<file path="config.mk">
export PLATFORM = sky130hd
export DESIGN_NAME = mdu_unit
export DESIGN_NICKNAME = d
export VERILOG_FILES = /design/src/rtl/mdu_pkg.sv /design/src/rtl/mdu_div_core.sv /design/src/rtl/mdu_unit.sv
export SDC_FILE = /design/constraint.sdc
export NUM_CORES = 1
export LEC_CHECK = 0
export BUFFER_PORTS_ARGS = -buffer_cell sky130_fd_sc_hd__buf_2
export CAP_MARGIN = 15
export CELL_PAD_IN_SITES_DETAIL_PLACEMENT = 1
export CELL_PAD_IN_SITES_GLOBAL_PLACEMENT = 2
export CORE_MARGIN = 1
export CORE_UTILIZATION = 40
export CTS_CLUSTER_DIAMETER = 60
export CTS_CLUSTER_SIZE = 24
export DETAILED_ROUTE_END_ITERATION = 8
export PLACE_DENSITY = 0.95
export SYNTH_ARGS = -nofsm -noshare
export SYNTH_HDL_FRONTEND = slang
export SYNTH_HIERARCHICAL = 1
export SYNTH_SLANG_ARGS = --single-unit
</file>
<file path="constraint.sdc">
create_clock -name clk -period 15.98 [get_ports clk]
set_input_delay 3.196 -clock clk [delete_from_list [all_inputs] [get_ports clk]]
set_output_delay 3.196 -clock clk [all_outputs]
set_load 0.01 [all_outputs]
</file>
<file path="src/rtl/mdu_pkg.sv">
// Shared RV32M definitions: funct3 opcodes, FSM states, iteration count, funct7 tag.
// Latency: n/a (constants and types only).
// Backpressure: n/a.
package mdu_pkg;

    localparam int ITER_COUNT = 32;

    // funct7 value that selects the M extension on OP instructions
    localparam logic [6:0] FUNCT7_MEXT = 7'b0000001;

    localparam logic [2:0] MDU_MUL    = 3'b000;
    localparam logic [2:0] MDU_MULH   = 3'b001;
    localparam logic [2:0] MDU_MULHSU = 3'b010;
    localparam logic [2:0] MDU_MULHU  = 3'b011;
    localparam logic [2:0] MDU_DIV    = 3'b100;
    localparam logic [2:0] MDU_DIVU   = 3'b101;
    localparam logic [2:0] MDU_REM    = 3'b110;
    localparam logic [2:0] MDU_REMU   = 3'b111;

    typedef enum logic {
        IDLE = 1'b0,
        CALC = 1'b1
    } mdu_state_t;

endpackage

</file>
<file path="src/rtl/mdu_div_core.sv">
// Restoring radix-2 divider datapath on unsigned magnitudes, one quotient bit per step.
// Latency: next quotient/remainder are combinational; partials register on init/step edges.
// Backpressure: none; the owning FSM decides when to init and step.
module mdu_div_core
    import mdu_pkg::*;
(
    input  logic        clk,
    input  logic        reset,
    input  logic        init,
    input  logic        step,
    input  logic [31:0] dividend,
    input  logic [31:0] divisor,
    output logic [31:0] quo_nxt,
    output logic [31:0] rem_nxt
);

    logic [31:0] rem_q, quo_q, dvs_q;
    logic [31:0] cur_rem, cur_quo, cur_dvs;
    logic [32:0] shifted;
    logic        fits;

    // One restoring step, taken on fresh operands at launch or on the held partials.
    // The quotient register starts as the dividend and shifts its bits out into the remainder.
    always_comb begin
        cur_rem = init ? 32'd0 : rem_q;
        cur_quo = init ? dividend : quo_q;
        cur_dvs = init ? divisor : dvs_q;
        shifted = {cur_rem, cur_quo[31]};
        fits    = (shifted >= {1'b0, cur_dvs});
        rem_nxt = fits ? 32'(shifted - {1'b0, cur_dvs}) : shifted[31:0];
        quo_nxt = {cur_quo[30:0], fits};
    end

    // Partials advance on the launch edge and on every iteration edge.
    always_ff @(posedge clk) begin
        if (reset) begin
            rem_q <= '0;
            quo_q <= '0;
            dvs_q <= '0;
        end else if (init || step) begin
            rem_q <= rem_nxt;
            quo_q <= quo_nxt;
            if (init) dvs_q <= divisor;
        end
    end

endmodule

</file>
<file path="src/rtl/mdu_unit.sv">
// RV32M multiply/divide unit: 32 iterations (first one on the launch edge), option MDU_FAST_MUL_EN.
// Latency: done in T+32 for iterative ops, T+1 for div-by-zero/overflow (and MUL* when MDU_FAST_MUL_EN).
// Backpressure: busy stalls the pipeline; start is ignored while busy; flush aborts without done.
module mdu_unit
    import mdu_pkg::*;
#(
    parameter int XLEN = 32
)(
    input  logic            clk,
    input  logic            reset,
    input  logic            start,
    input  logic [2:0]      funct3,
    input  logic [XLEN-1:0] op_a,
    input  logic [XLEN-1:0] op_b,
    input  logic            flush,
    output logic            busy,
    output logic            done,
    output logic [XLEN-1:0] result
);

    mdu_state_t  state_q, state_nxt;
    logic [4:0]  cnt_q;
    logic [2:0]  op_q;
    logic        neg_q;
    logic [63:0] acc_q;
    logic [31:0] mcand_q;
    logic [31:0] result_q;
    logic        done_q;

    logic        a_signed, b_signed, sa, sb, is_div, fast_path;
    logic [31:0] mag_a, mag_b;
    logic        div_zero, div_ovf, special, launch_neg;
    logic [31:0] special_res, accept_res;
    logic        accept, launch, last;
    logic [63:0] cur_acc, acc_nxt, prod;
    logic [31:0] cur_mcand;
    logic [32:0] mul_sum;
    logic [31:0] quo_nxt, rem_nxt, quo_fix, rem_fix, final_res;
`ifdef MDU_FAST_MUL_EN
    logic [63:0] fast_prod, fast_fix;
`endif

    // Operand decode: signedness, magnitudes, and the cases that finish without iterating.
    always_comb begin
        a_signed    = funct3 inside {MDU_MULH, MDU_MULHSU, MDU_DIV, MDU_REM};
        b_signed    = funct3 inside {MDU_MULH, MDU_DIV, MDU_REM};
        sa          = a_signed && op_a[31];
        sb          = b_signed && op_b[31];
        mag_a       = sa ? -op_a : op_a;
        mag_b       = sb ? -op_b : op_b;
        is_div      = funct3[2];
        div_zero    = is_div && (op_b == 32'd0);
        div_ovf     = (funct3 == MDU_DIV || funct3 == MDU_REM) &&
                      (op_a == 32'h8000_0000) && (op_b == 32'hFFFF_FFFF);
        special     = div_zero || div_ovf;
        special_res = div_zero ? (funct3[1] ? op_a : 32'hFFFF_FFFF)
                               : (funct3[1] ? 32'd0 : 32'h8000_0000);
        // remainder follows the dividend's sign; quotient and product follow the sign xor
        launch_neg  = (is_div && funct3[1]) ? sa : (sa ^ sb);
`ifdef MDU_FAST_MUL_EN
        fast_path   = !is_div;
        fast_prod   = {32'd0, mag_a} * {32'd0, mag_b};
        fast_fix    = (sa ^ sb) ? -fast_prod : fast_prod;
        accept_res  = special ? special_res
                              : ((funct3 == MDU_MUL) ? fast_fix[31:0] : fast_fix[63:32]);
`else
        fast_path   = 1'b0;
        accept_res  = special_res;
`endif
        accept      = (state_q == IDLE) && start && !flush;
        launch      = accept && !special && !fast_path;
        last        = (state_q == CALC) && (cnt_q == 5'(ITER_COUNT - 1));
    end

    // Shift-add multiply step and final sign correction for both datapaths.
    always_comb begin
        cur_acc   = launch ? {32'd0, mag_b} : acc_q;
        cur_mcand = launch ? mag_a : mcand_q;
        mul_sum   = {1'b0, cur_acc[63:32]} + (cur_acc[0] ? {1'b0, cur_mcand} : 33'd0);
        acc_nxt   = {mul_sum, cur_acc[31:1]};
        prod      = neg_q ? -acc_nxt : acc_nxt;
        quo_fix   = neg_q ? -quo_nxt : quo_nxt;
        rem_fix   = neg_q ? -rem_nxt : rem_nxt;
        if (op_q[2])
            final_res = op_q[1] ? rem_fix : quo_fix;
        else
            final_res = (op_q == MDU_MUL) ? prod[31:0] : prod[63:32];
    end

    mdu_div_core u_div_core (
        .clk      (clk),
        .reset    (reset),
        .init     (launch),
        .step     ((state_q == CALC) && !flush),
        .dividend (mag_a),
        .divisor  (mag_b),
        .quo_nxt  (quo_nxt),
        .rem_nxt  (rem_nxt)
    );

    // FSM state register.
    always_ff @(posedge clk) begin
        if (reset) state_q <= IDLE;
        else       state_q <= state_nxt;
    end

    // FSM next state and busy.
    always_comb begin
        state_nxt = state_q;
        busy      = 1'b0;
        case (state_q)
            IDLE: if (launch) state_nxt = CALC;
            CALC: begin
                busy = 1'b1;
                if (flush || last) state_nxt = IDLE;
            end
            default: state_nxt = IDLE;
        endcase
    end

    // Datapath: launch, iterate, register the result; flush outranks everything but reset.
    always_ff @(posedge clk) begin
        if (reset) begin
            cnt_q    <= '0;
            op_q     <= '0;
            neg_q    <= 1'b0;
            acc_q    <= '0;
            mcand_q  <= '0;
            result_q <= '0;
            done_q   <= 1'b0;
        end else begin
            done_q <= 1'b0;
            if (flush) begin
                cnt_q <= '0;
            end else if (launch) begin
                op_q    <= funct3;
                neg_q   <= launch_neg;
                acc_q   <= acc_nxt;
                mcand_q <= mag_a;
                cnt_q   <= 5'd1;
            end else if (accept) begin
                result_q <= accept_res;
                done_q   <= 1'b1;
            end else if (state_q == CALC) begin
                acc_q <= acc_nxt;
                cnt_q <= cnt_q + 5'd1;
                if (last) begin
                    result_q <= final_res;
                    done_q   <= 1'b1;
                end
            end
        end
    end

    assign done   = done_q;
    assign result = result_q;

endmodule

</file>
==> results of run 1 <==
-- cells in the final DEF (no fill, tap or decap), drive strengths merged, types with 29 or more instances in the layout --
cell type,Yosys,layout
nand2,297,297
nand3,62,62
xor2,64,64
o21ai,169,169
mux2i,102,102
xnor2,102,102
o21a,39,39
mux2,53,53
buf,50,144
nor4,51,51
a31oi,37,37
or4,29,29
a311oi,40,40
dfxtp,235,235
a21oi,191,191
nor2b,45,45
nor3,140,140
nand4,36,36
o31ai,35,35
clkbuf,157,41
o211ai,34,34
ha,72,72
a211oi,33,33
and2,53,53
nor2,427,427
or3,43,43
inv,60,67
a21o,36,36
-- layout make-up --
| cell class | instances | share of cell area |
|---|---|---|
| Multi-Input combinational cell | 2490 | 0.671 |
| Sequential cell | 235 | 0.196 |
| Clock buffer | 41 | 0.0404 |
| Tap cell | 696 | 0.0362 |
| Timing Repair Buffer | 144 | 0.0349 |
| Clock inverter | 22 | 0.0124 |
| Inverter | 61 | 0.00983 |
-- kinds of logic after synthesis --
group                      count (synthesis)  share of synthesized area
and+or+nand+nor                         1297                      0.294
AOI/OAI and AO/OA                        790                      0.247
buffers and inverters                    268                     0.0511
DFF                                      235                      0.215
xor gates and xnor gates                 166                     0.0663
muxes                                    163                     0.0844
adders and majority gates                 74                     0.0429
-- where the power goes --
part	switching (mW)	total [mW]	internal, mW
Clock	0.341	0.866	0.526
Combinational	0.691	1.04	0.347
Sequential	0.0267	0.648	0.622
-- routing by layer --
metal,global-route usage,vias to the layer above
met1,0.471,12100
met2,0.575,1048
li1,-,10900
met3,0.0492,258
met5,0,-
met4,0.158,4
-- flip-flops by register name, indices dropped and copies added, names as in the netlist --
| name | count |
|---|---|
| acc_q | 64 |
| mcand_q | 32 |
| result | 32 |
| u_div_core/dvs_q | 32 |
| u_div_core/quo_q | 32 |
| u_div_core/rem_q | 32 |
| cnt_q | 5 |
| op_q | 3 |
| done | 1 |
| neg_q | 1 |
| state_q | 1 |
-- worst max-delay path: cells and delay by family --
kind	cells	cell delay, ps
fa+ha+maj	2	610
mux	1	470
xor+xnor	1	180
simple gates	10	3960
compound gates	11	3370
buf+inv	5	1650
-- path summary, 6_finish.rpt --
check	startpoint	end	slack [ps]	cells after the start
max	op_b[0]	result[28]	2910	30
max reg2reg	state_q	result[28]	6150	26
min reg2reg	acc_q[59]	acc_q[59]	450	2
min	acc_q[59]	acc_q[59]	450	2
-- stage by stage --
step | total power [mW] | instance area [um^2] | hold slack [ps]
floorplan | 1.35 | 21900 | 427
global placement | 1.64 | 22800 | 434
detailed placement | 1.67 | 22800 | 442
CTS | 2.53 | 24100 | 449
global route | 2.64 | 24100 | 458
finish | 2.55 | 24100 | 450
==> out/metrics.csv, run 1 <==
stage,metric,value,unit
run_status,status,completed,
yosys,Synth Flop Type,dfxtp_1,
critical_path,CP Class,in2reg,
grt,largest net degree at the start of global routing,161,
power,Max VDD drop,0.0981,mV
finish,final core utilization,0.445,
die,I/O Pins,105,
grt,first-pass GRT wire length,152000,um
die,FP Rows,85,
sta,setup slack after layout,2910,ps
finish,Antenna diodes,0,
yosys,syn_nets,3138,
place,pre-CTS WS,2750,ps
die,die extent in x,236,um
critical_path,"most used cell, CP",a21oi_1,
finish,fill count,6766,
power,P_leak,9.09,nW
routing,drt first pass iters,7,
routing,DRC,0,
grt,vias in the first global route,23800,
cts,"CTS clk-pin slew, worst paths",60,ps
die,Initial Util,0.406,
yosys,"Seq/Total Area, Yosys",0.215,
routing,uppermost layer routed,met5,
yosys,Post-synth EDFFs,0,
finish,fin nets,3112,
critical_path,crit path DAT,13570,ps
sta,Slew Limit Fails,0,
cts,Clock Path Buffers,3,
yosys,largest area contributor in the netlist,dfxtp_1,
sta,"Hold Violations, Final",0,
worst_hold_path,worst hold path type,reg2reg,
critical_path,Slowest Stage Delay on Critical Path,790,ps
yosys,Synth top area share,0.215,
place,Placer Congestion,0.985,
cts,CTS buffer count,35,
critical_path,Critical Path RT,16480,ps
routing,WL/cell,27.7,um
yosys,Netlist cell types,118,
sta,slew margin rel.,0.165,
sta,unrepaired setup endpoints after global routing,false,
flow_run,max cap viols,0,
sta,Tmin final,13070,ps
cts,hold buffers post-CTS,0,
place,Detailed Place HPWL,77700,um
yosys,Synth Cell Area,21900,um^2
sta,Final Setup Violations,0,
cts,PostCTS Resize Cnt,0,
grt,all-layer global routing usage,0.356,
grt,initial antenna violation count,4,
sta,Final TNS setup,0,ps
sta,Slew @ Worst Pin,1240,ps
routing,routed vias,24300,
place,port bufs,104,
yosys,"top cells by count, synth","nor2_1 (426), nand2_1 (295), dfxtp_1 (235), a21oi_1 (190), o21ai_0 (160)",
yosys,Mapped Cells,2993,
cts,buffer count from post-CTS setup fixing,0,
critical_path,CP endpoint kind,flip-flop,
routing,initial DRC count,2379,
routing,final WL,102000,um
routing,Vias/cell,6.59,
routing,WL met1,43500,um
critical_path,CP startpoint kind,input port,
cts,TritonCTS sink count,235,
finish,multi-input logic area,16100,um^2
finish,Post-Layout Cell Count,3689,
cts,H-tree level count,2,
routing,Routed met3 length,7550,um
yosys,Mean Syn Cell Area,7.32,um^2
yosys,flop and latch count out of synthesis,235,
cts,Root Driver,clkbuf_16,
yosys,YS warnings,6,
grt,gr ovfl total,0,
place,placed cell count,3626,
finish,share of layout cells above drive strength 1,0.118,
power,PD cells,106,nW/um^2
cts,CTS tree,done,
finish,Storage cell area,4710,um^2
die,Core Area,54000,um^2
die,die height,236,um
yosys,Synth area leaders,"dfxtp_1 (21%), nor2_1 (7.3%), nand2_1 (5.1%), mux2i_1 (4.7%), a21oi_1 (4.3%)",
finish,Area growth syn-to-layout,9.74,%
sta,Max Clock Freq,76.5,MHz
cts,Worst-Skew Late Latency,570,ps
yosys,top-count cell post-synth,nor2_1,
critical_path,crit path max fanout,74,
critical_path,"Slowest-stage cell, CP",o41ai_1,
routing,post-route antenna net violation count,0,
routing,met2 wirelength from detailed routing,46100,um
sta,Layout Skew,18.5,ps
die,total die area,55700,um^2
yosys,asr flop ratio synth,0,
sta,"Period Utilization, post-route",0.818,
(Power assumes the default switching activity.)
==> run 2, diff against run 1 <==
- ABC_AREA: not set -> 1
- CORE_UTILIZATION: 40 -> 33
- PLACE_DENSITY: 0.95 -> 0.92
- clock period: 15.98 -> 13.7 ns (I/O delays scaled with it)
==> run 2 against run 1 <==
Sequential power rose by 19%. Clock power increased by 13%. Largest cell class unchanged. Critical endpoint unchanged. Hold slack improved by 7.9 ps. Highest routed layer unchanged. Critical path depth rose by 12. First-iteration DRC count down 20%. Largest power group unchanged. Setup slack better by 470 ps.
==> out/metrics.csv, run 2 <==
stage,metric,value,unit
die,total die area,72300,um^2
critical_path,CP startpoint kind,input port,
routing,final WL,105000,um
cts,CTS tree,done,
die,I/O Pins,105,
yosys,Synth top area share,0.200,
cts,Clock Path Buffers,3,
cts,Worst-Skew Late Latency,570,ps
routing,WL/cell,20.4,um
power,P_leak,13.3,nW
sta,unrepaired setup endpoints after global routing,false,
routing,post-route antenna net violation count,0,
die,Initial Util,0.335,
yosys,top-count cell post-synth,nand2_1,
sta,Layout Skew,33.2,ps
sta,slew margin rel.,0.200,
routing,drt first pass iters,6,
finish,"most common cell after layout, fill and taps aside",nand2_1,
critical_path,crit path DAT,10830,ps
worst_hold_path,worst hold path type,reg2reg,
place,Detailed Place HPWL,83100,um
yosys,Post-synth EDFFs,0,
die,die height,269,um
routing,DRC,0,
grt,met3 global-route usage,0.0328,
place,placed cell count,5094,
finish,share of layout cells above drive strength 1,0.0885,
yosys,largest area contributor in the netlist,dfxtp_1,
grt,initial antenna violation count,5,
yosys,Synth Flop Type,dfxtp_1,
grt,largest net degree at the start of global routing,110,
yosys,asr flop ratio synth,0,
sta,Final TNS setup,0,ps
die,FP Rows,97,
finish,most frequent cells in the layout,"nand2_1 (1182), inv_1 (601), nor2_1 (563)",
critical_path,crit path max fanout,109,
yosys,YS warnings,6,
flow_run,max cap viols,0,
grt,GRT busiest layer,met2,
grt,gr ovfl total,0,
grt,all-layer global routing usage,0.288,
grt,met2 Track Usage GR,0.485,
critical_path,"Slowest-stage cell, CP",nand2_8,
place,Placer Congestion,0.973,
power,Max VDD drop,0.0947,mV
sta,Slew @ Worst Pin,1200,ps
yosys,Synth area leaders,"dfxtp_1 (20%), nand2_1 (19%), inv_1 (9.6%), nor2_1 (9.0%), nand3_1 (6.4%)",
critical_path,Critical Path Start,op_a[0],
sta,Max Clock Freq,96.8,MHz
sta,Final Setup Violations,0,
die,die extent in x,269,um
critical_path,reg-to-reg startpoint,state_q,
yosys,Mapped Cells,4189,
finish,Biggest register,acc_q,
power,PD cells,126,nW/um^2
critical_path,Critical Path RT,14200,ps
cts,hold buffers post-CTS,0,
yosys,Synth Cell Area,23500,um^2
cts,TritonCTS sink count,235,
critical_path,CP Class,in2reg,
grt,met1 Use GR,0.375,
cts,H-tree level count,2,
run_status,status,completed,
finish,fin nets,4337,
place,port bufs,104,
sta,Tmin final,10330,ps
cts,Root Driver,clkbuf_16,
finish,Area growth syn-to-layout,9.91,%
critical_path,CP endpoint kind,flip-flop,
routing,initial DRC count,1896,
critical_path,"most used cell, CP",nand2_1,
die,Core Area,70300,um^2
routing,routed vias,27100,
cts,buffer count from post-CTS setup fixing,0,
yosys,Netlist cell types,58,
finish,number of flip-flops in the largest register,64,
yosys,syn_nets,4334,
cts,PostCTS Resize Cnt,0,
grt,vias in the first global route,26900,
sta,"Period Utilization, post-route",0.754,
yosys,Mean Syn Cell Area,5.61,um^2
critical_path,Slowest Stage Delay on Critical Path,680,ps
sta,"Hold Violations, Final",0,
cts,CTS buffer count,36,
finish,Post-Layout Cell Count,5159,
routing,Vias/cell,5.26,
grt,first-pass GRT wire length,159000,um
yosys,"Seq/Total Area, Yosys",0.200,
yosys,"top cells by count, synth","nand2_1 (1182), inv_1 (603), nor2_1 (564), nand3_1 (302), a21oi_1 (276)",
cts,"CTS clk-pin slew, worst paths",70,ps
yosys,flop and latch count out of synthesis,235,
worst_hold_path,min-delay src,u_div_core/quo_q[9],
sta,Slew Limit Fails,0,
## run 2: cell types whose count changed in the layout (fill, tap and decap cells not counted), moves of 42 or more
cell | before | now
a21oi_1 | 188 | 276
and2_1 | 52 | 9
inv_1 | 58 | 601
mux2i_1 | 102 | 52
nand2_1 | 294 | 1182
nand3_1 | 60 | 302
nor2_1 | 423 | 563
nor2b_1 | 45 | 0
nor3_1 | 125 | 52
o21ai_0 | 159 | 263
or3_1 | 42 | 0
xnor2_1 | 102 | 8
## run 2: logic make-up (layout without fill, tap and decap cells)
logic type	after synthesis	count (layout)	share of synthesized area
buffers and inverters	798	826	0.135
other	0	2	0
XOR/XNOR	58	58	0.0216
adder cells (fa/ha/maj)	74	74	0.0400
flip-flops	235	235	0.200
AND/OR/NAND/NOR	2321	2321	0.430
multiplexers	52	52	0.0221
AO/OA/AOI/OAI	651	651	0.151
## run 2: worst paths after layout
check,slack (ps),cells after the start,end
setup / recovery,3370,42,result[28]
hold / removal,460,2,u_div_core/quo_q[9]
setup reg to reg,5380,38,result[28]
hold reg to reg,460,2,u_div_core/quo_q[9]
## run 2: final cells by class
type	count	area, um^2
inverter	636	2400
fill	9742	44400
clock buffer	41	951
antenna	2	5.00
multi-input combinational	3156	15600
clock inverter	22	273
tap	940	1180
sequential	235	4710
timing repair buffer	127	696
## run 2: worst max-delay path: cells and delay by family
| kind | cells | cell delay, ps |
|---|---|---|
| simple gates | 26 | 4560 |
| compound gates | 5 | 830 |
| mux | 1 | 220 |
| buf+inv | 7 | 1590 |
| fa+ha+maj | 3 | 760 |
## run 2: layer usage
layer | part of all wire | vias to the layer above
met2 | 0.47 | 643
li1 | - | 13300
met4 | 0.037 | 2
met1 | 0.45 | 13000
met5 | 0.000076 | -
met3 | 0.049 | 190
## run 2: metrics by stage
stage	util	cell area [um^2]	power (mW)	worst slack (ps)	hold WS, ps
6_report	0.368	25800	3.26	3370	458
4_1_cts	0.368	25800	3.26	3450	462
5_1_grt	0.368	25800	3.45	2530	477
2_1_floorplan	-	23500	1.80	4750	430
3_5_place_dp	0.350	24600	2.26	2910	450
3_3_place_gp	0.350	24600	2.24	3160	443
## run 2: report_power, final
part	internal (mW)	total, mW	switching, mW
Clock	0.570	0.977	0.407
Sequential	0.739	0.769	0.0296
Combinational	0.404	1.51	1.11
Total	1.71	3.26	1.54
==> run 3, diff against run 2 <==
- clock period: 13.7 -> 10.1 ns (I/O delays scaled with it)
==> run 3 against run 2 <==
Power rose by 37%. Clock-buffer cell count fell by 2. Cell count grew 0.12%. Critical endpoint is now result[27]. Combinational power is 34% higher. Largest cell class unchanged. Global-route usage down 0.11 points. Highest routed layer unchanged. First-iteration DRC count grew 16%. Final area rose by 0.40%.
==> out/metrics.csv, run 3 (synthesis gave the netlist of run 2 again) <==
stage,metric,value,unit
finish,multi-input logic area,15600,um^2
sta,Slew Limit Fails,0,
grt,first-pass GRT wire length,158000,um
die,Core Area,70300,um^2
flow_run,max cap viols,0,
critical_path,"most used cell, CP",nand2_1,
routing,WL/cell,20.2,um
place,port bufs,104,
cts,TritonCTS sink count,235,
finish,Biggest register,acc_q,
critical_path,CP startpoint kind,input port,
grt,initial antenna violation count,3,
cts,CTS tree,done,
routing,DRC,0,
cts,Root Driver,clkbuf_16,
cts,H-tree level count,2,
cts,hold buffers post-CTS,0,
routing,drt first pass iters,5,
critical_path,Critical path buffers and inverters,3,
finish,Storage cell area,4710,um^2
sta,"Hold Violations, Final",0,
routing,initial DRC count,2201,
grt,all-layer global routing usage,0.286,
finish,"most common cell after layout, fill and taps aside",nand2_1,
worst_hold_path,min-delay src,acc_q[36],
sta,Tmin final,9010,ps
routing,post-route antenna net violation count,0,
critical_path,CP Class,in2reg,
die,die extent in x,269,um
cts,CTS buffer count,36,
grt,vias in the first global route,26700,
worst_hold_path,worst hold path type,reg2reg,
die,FP Rows,97,
sta,Slew @ Worst Pin,1120,ps
routing,routed vias,27200,
sta,Final TNS setup,0,ps
finish,fill count,9699,
power,Max VDD drop,0.133,mV
place,Detailed Place HPWL,83800,um
finish,share of layout cells above drive strength 1,0.0902,
die,I/O Pins,105,
sta,"Period Utilization, post-route",0.893,
cts,buffer count from post-CTS setup fixing,0,
grt,largest net degree at the start of global routing,96,
power,P_leak,13.3,nW
grt,gr ovfl total,0,
cts,Worst-Skew Late Latency,590,ps
die,Initial Util,0.335,
run_status,status,completed,
cts,PostCTS Resize Cnt,0,
finish,fin nets,4343,
critical_path,"CP delay by family, top",simple AND/OR/NAND/NOR gates,
finish,final core utilization,0.369,
routing,final WL,104000,um
cts,Clock Path Buffers,3,
finish,most frequent cells in the layout,"nand2_1 (1182), inv_1 (601), nor2_1 (563)",
critical_path,reg-to-reg startpoint,state_q,
cts,"CTS clk-pin slew, worst paths",90,ps
sta,Max Clock Freq,111,MHz
critical_path,Critical Path Start,op_a[1],
critical_path,Slowest Stage Delay on Critical Path,550,ps
critical_path,"Slowest-stage cell, CP",o41ai_1,
finish,number of flip-flops in the largest register,64,
sta,unrepaired setup endpoints after global routing,false,
sta,Layout Skew,58.2,ps
power,PD cells,172,nW/um^2
die,die height,269,um
critical_path,CP endpoint kind,flip-flop,
sta,slew margin rel.,0.252,
place,Placer Congestion,0.979,
die,total die area,72300,um^2
routing,Vias/cell,5.26,
critical_path,crit path DAT,9540,ps
sta,Final Setup Violations,0,
critical_path,Critical Path RT,10620,ps
critical_path,crit path max fanout,36,
finish,Area growth syn-to-layout,10.4,%
## run 3: layer usage
layer | track usage | wire length [um] | up-vias
met3 | 0.0290 | 4620 | 193
li1 | - | - | 13300
met4 | 0.121 | 4610 | 2
met5 | 0 | 13 | -
met1 | 0.375 | 47100 | 13000
met2 | 0.477 | 48200 | 648
## run 3: area by class of cell
type	count	share of cell area
flip-flops and latches	235	0.181
repair buffers	133	0.0285
clock buffers	39	0.0364
well taps	940	0.0453
multi-input cells	3156	0.603
clock inverters	24	0.0130
inverters	636	0.0925
diodes	2	0.000193
## run 3: worst min-delay path, cell delays in order (launching register included)
cell     delay (ps)
dfxtp_1         300
inv_1            60
a21oi_1          50
## run 3: per-stage QoR
stage / instances / setup WS [ps] / hold slack, ps / instance area, um^2 / power, mW
detailed placement: 5100 / 692 / 448 / 24700 / 3.05
global placement: 5100 / 793 / 442 / 24700 / 3.02
floorplan: 4189 / 1870 / 430 / 23500 / 2.44
global route: 5164 / 515 / 478 / 25900 / 4.71
finish: 5165 / 1090 / 455 / 25900 / 4.45
CTS: 5163 / 1280 / 459 / 25900 / 4.44
## run 3: path summary, 6_finish.rpt
kind                            depth (start not counted)          to  slack [ps]
worst max-delay path                                   39  result[27]        1090
worst min-delay path                                    2   acc_q[36]         460
worst max register to register                         39  result[27]        2810
worst min register to register                          2   acc_q[36]         460
## run 3: report_power, final
group / leakage [nW] / internal [mW] / switching, mW
registers: 1.93 / 1.00 / 0.0429
logic: 10.8 / 0.550 / 1.48
clock network: 0.618 / 0.810 / 0.572
total: 13.3 / 2.36 / 2.09
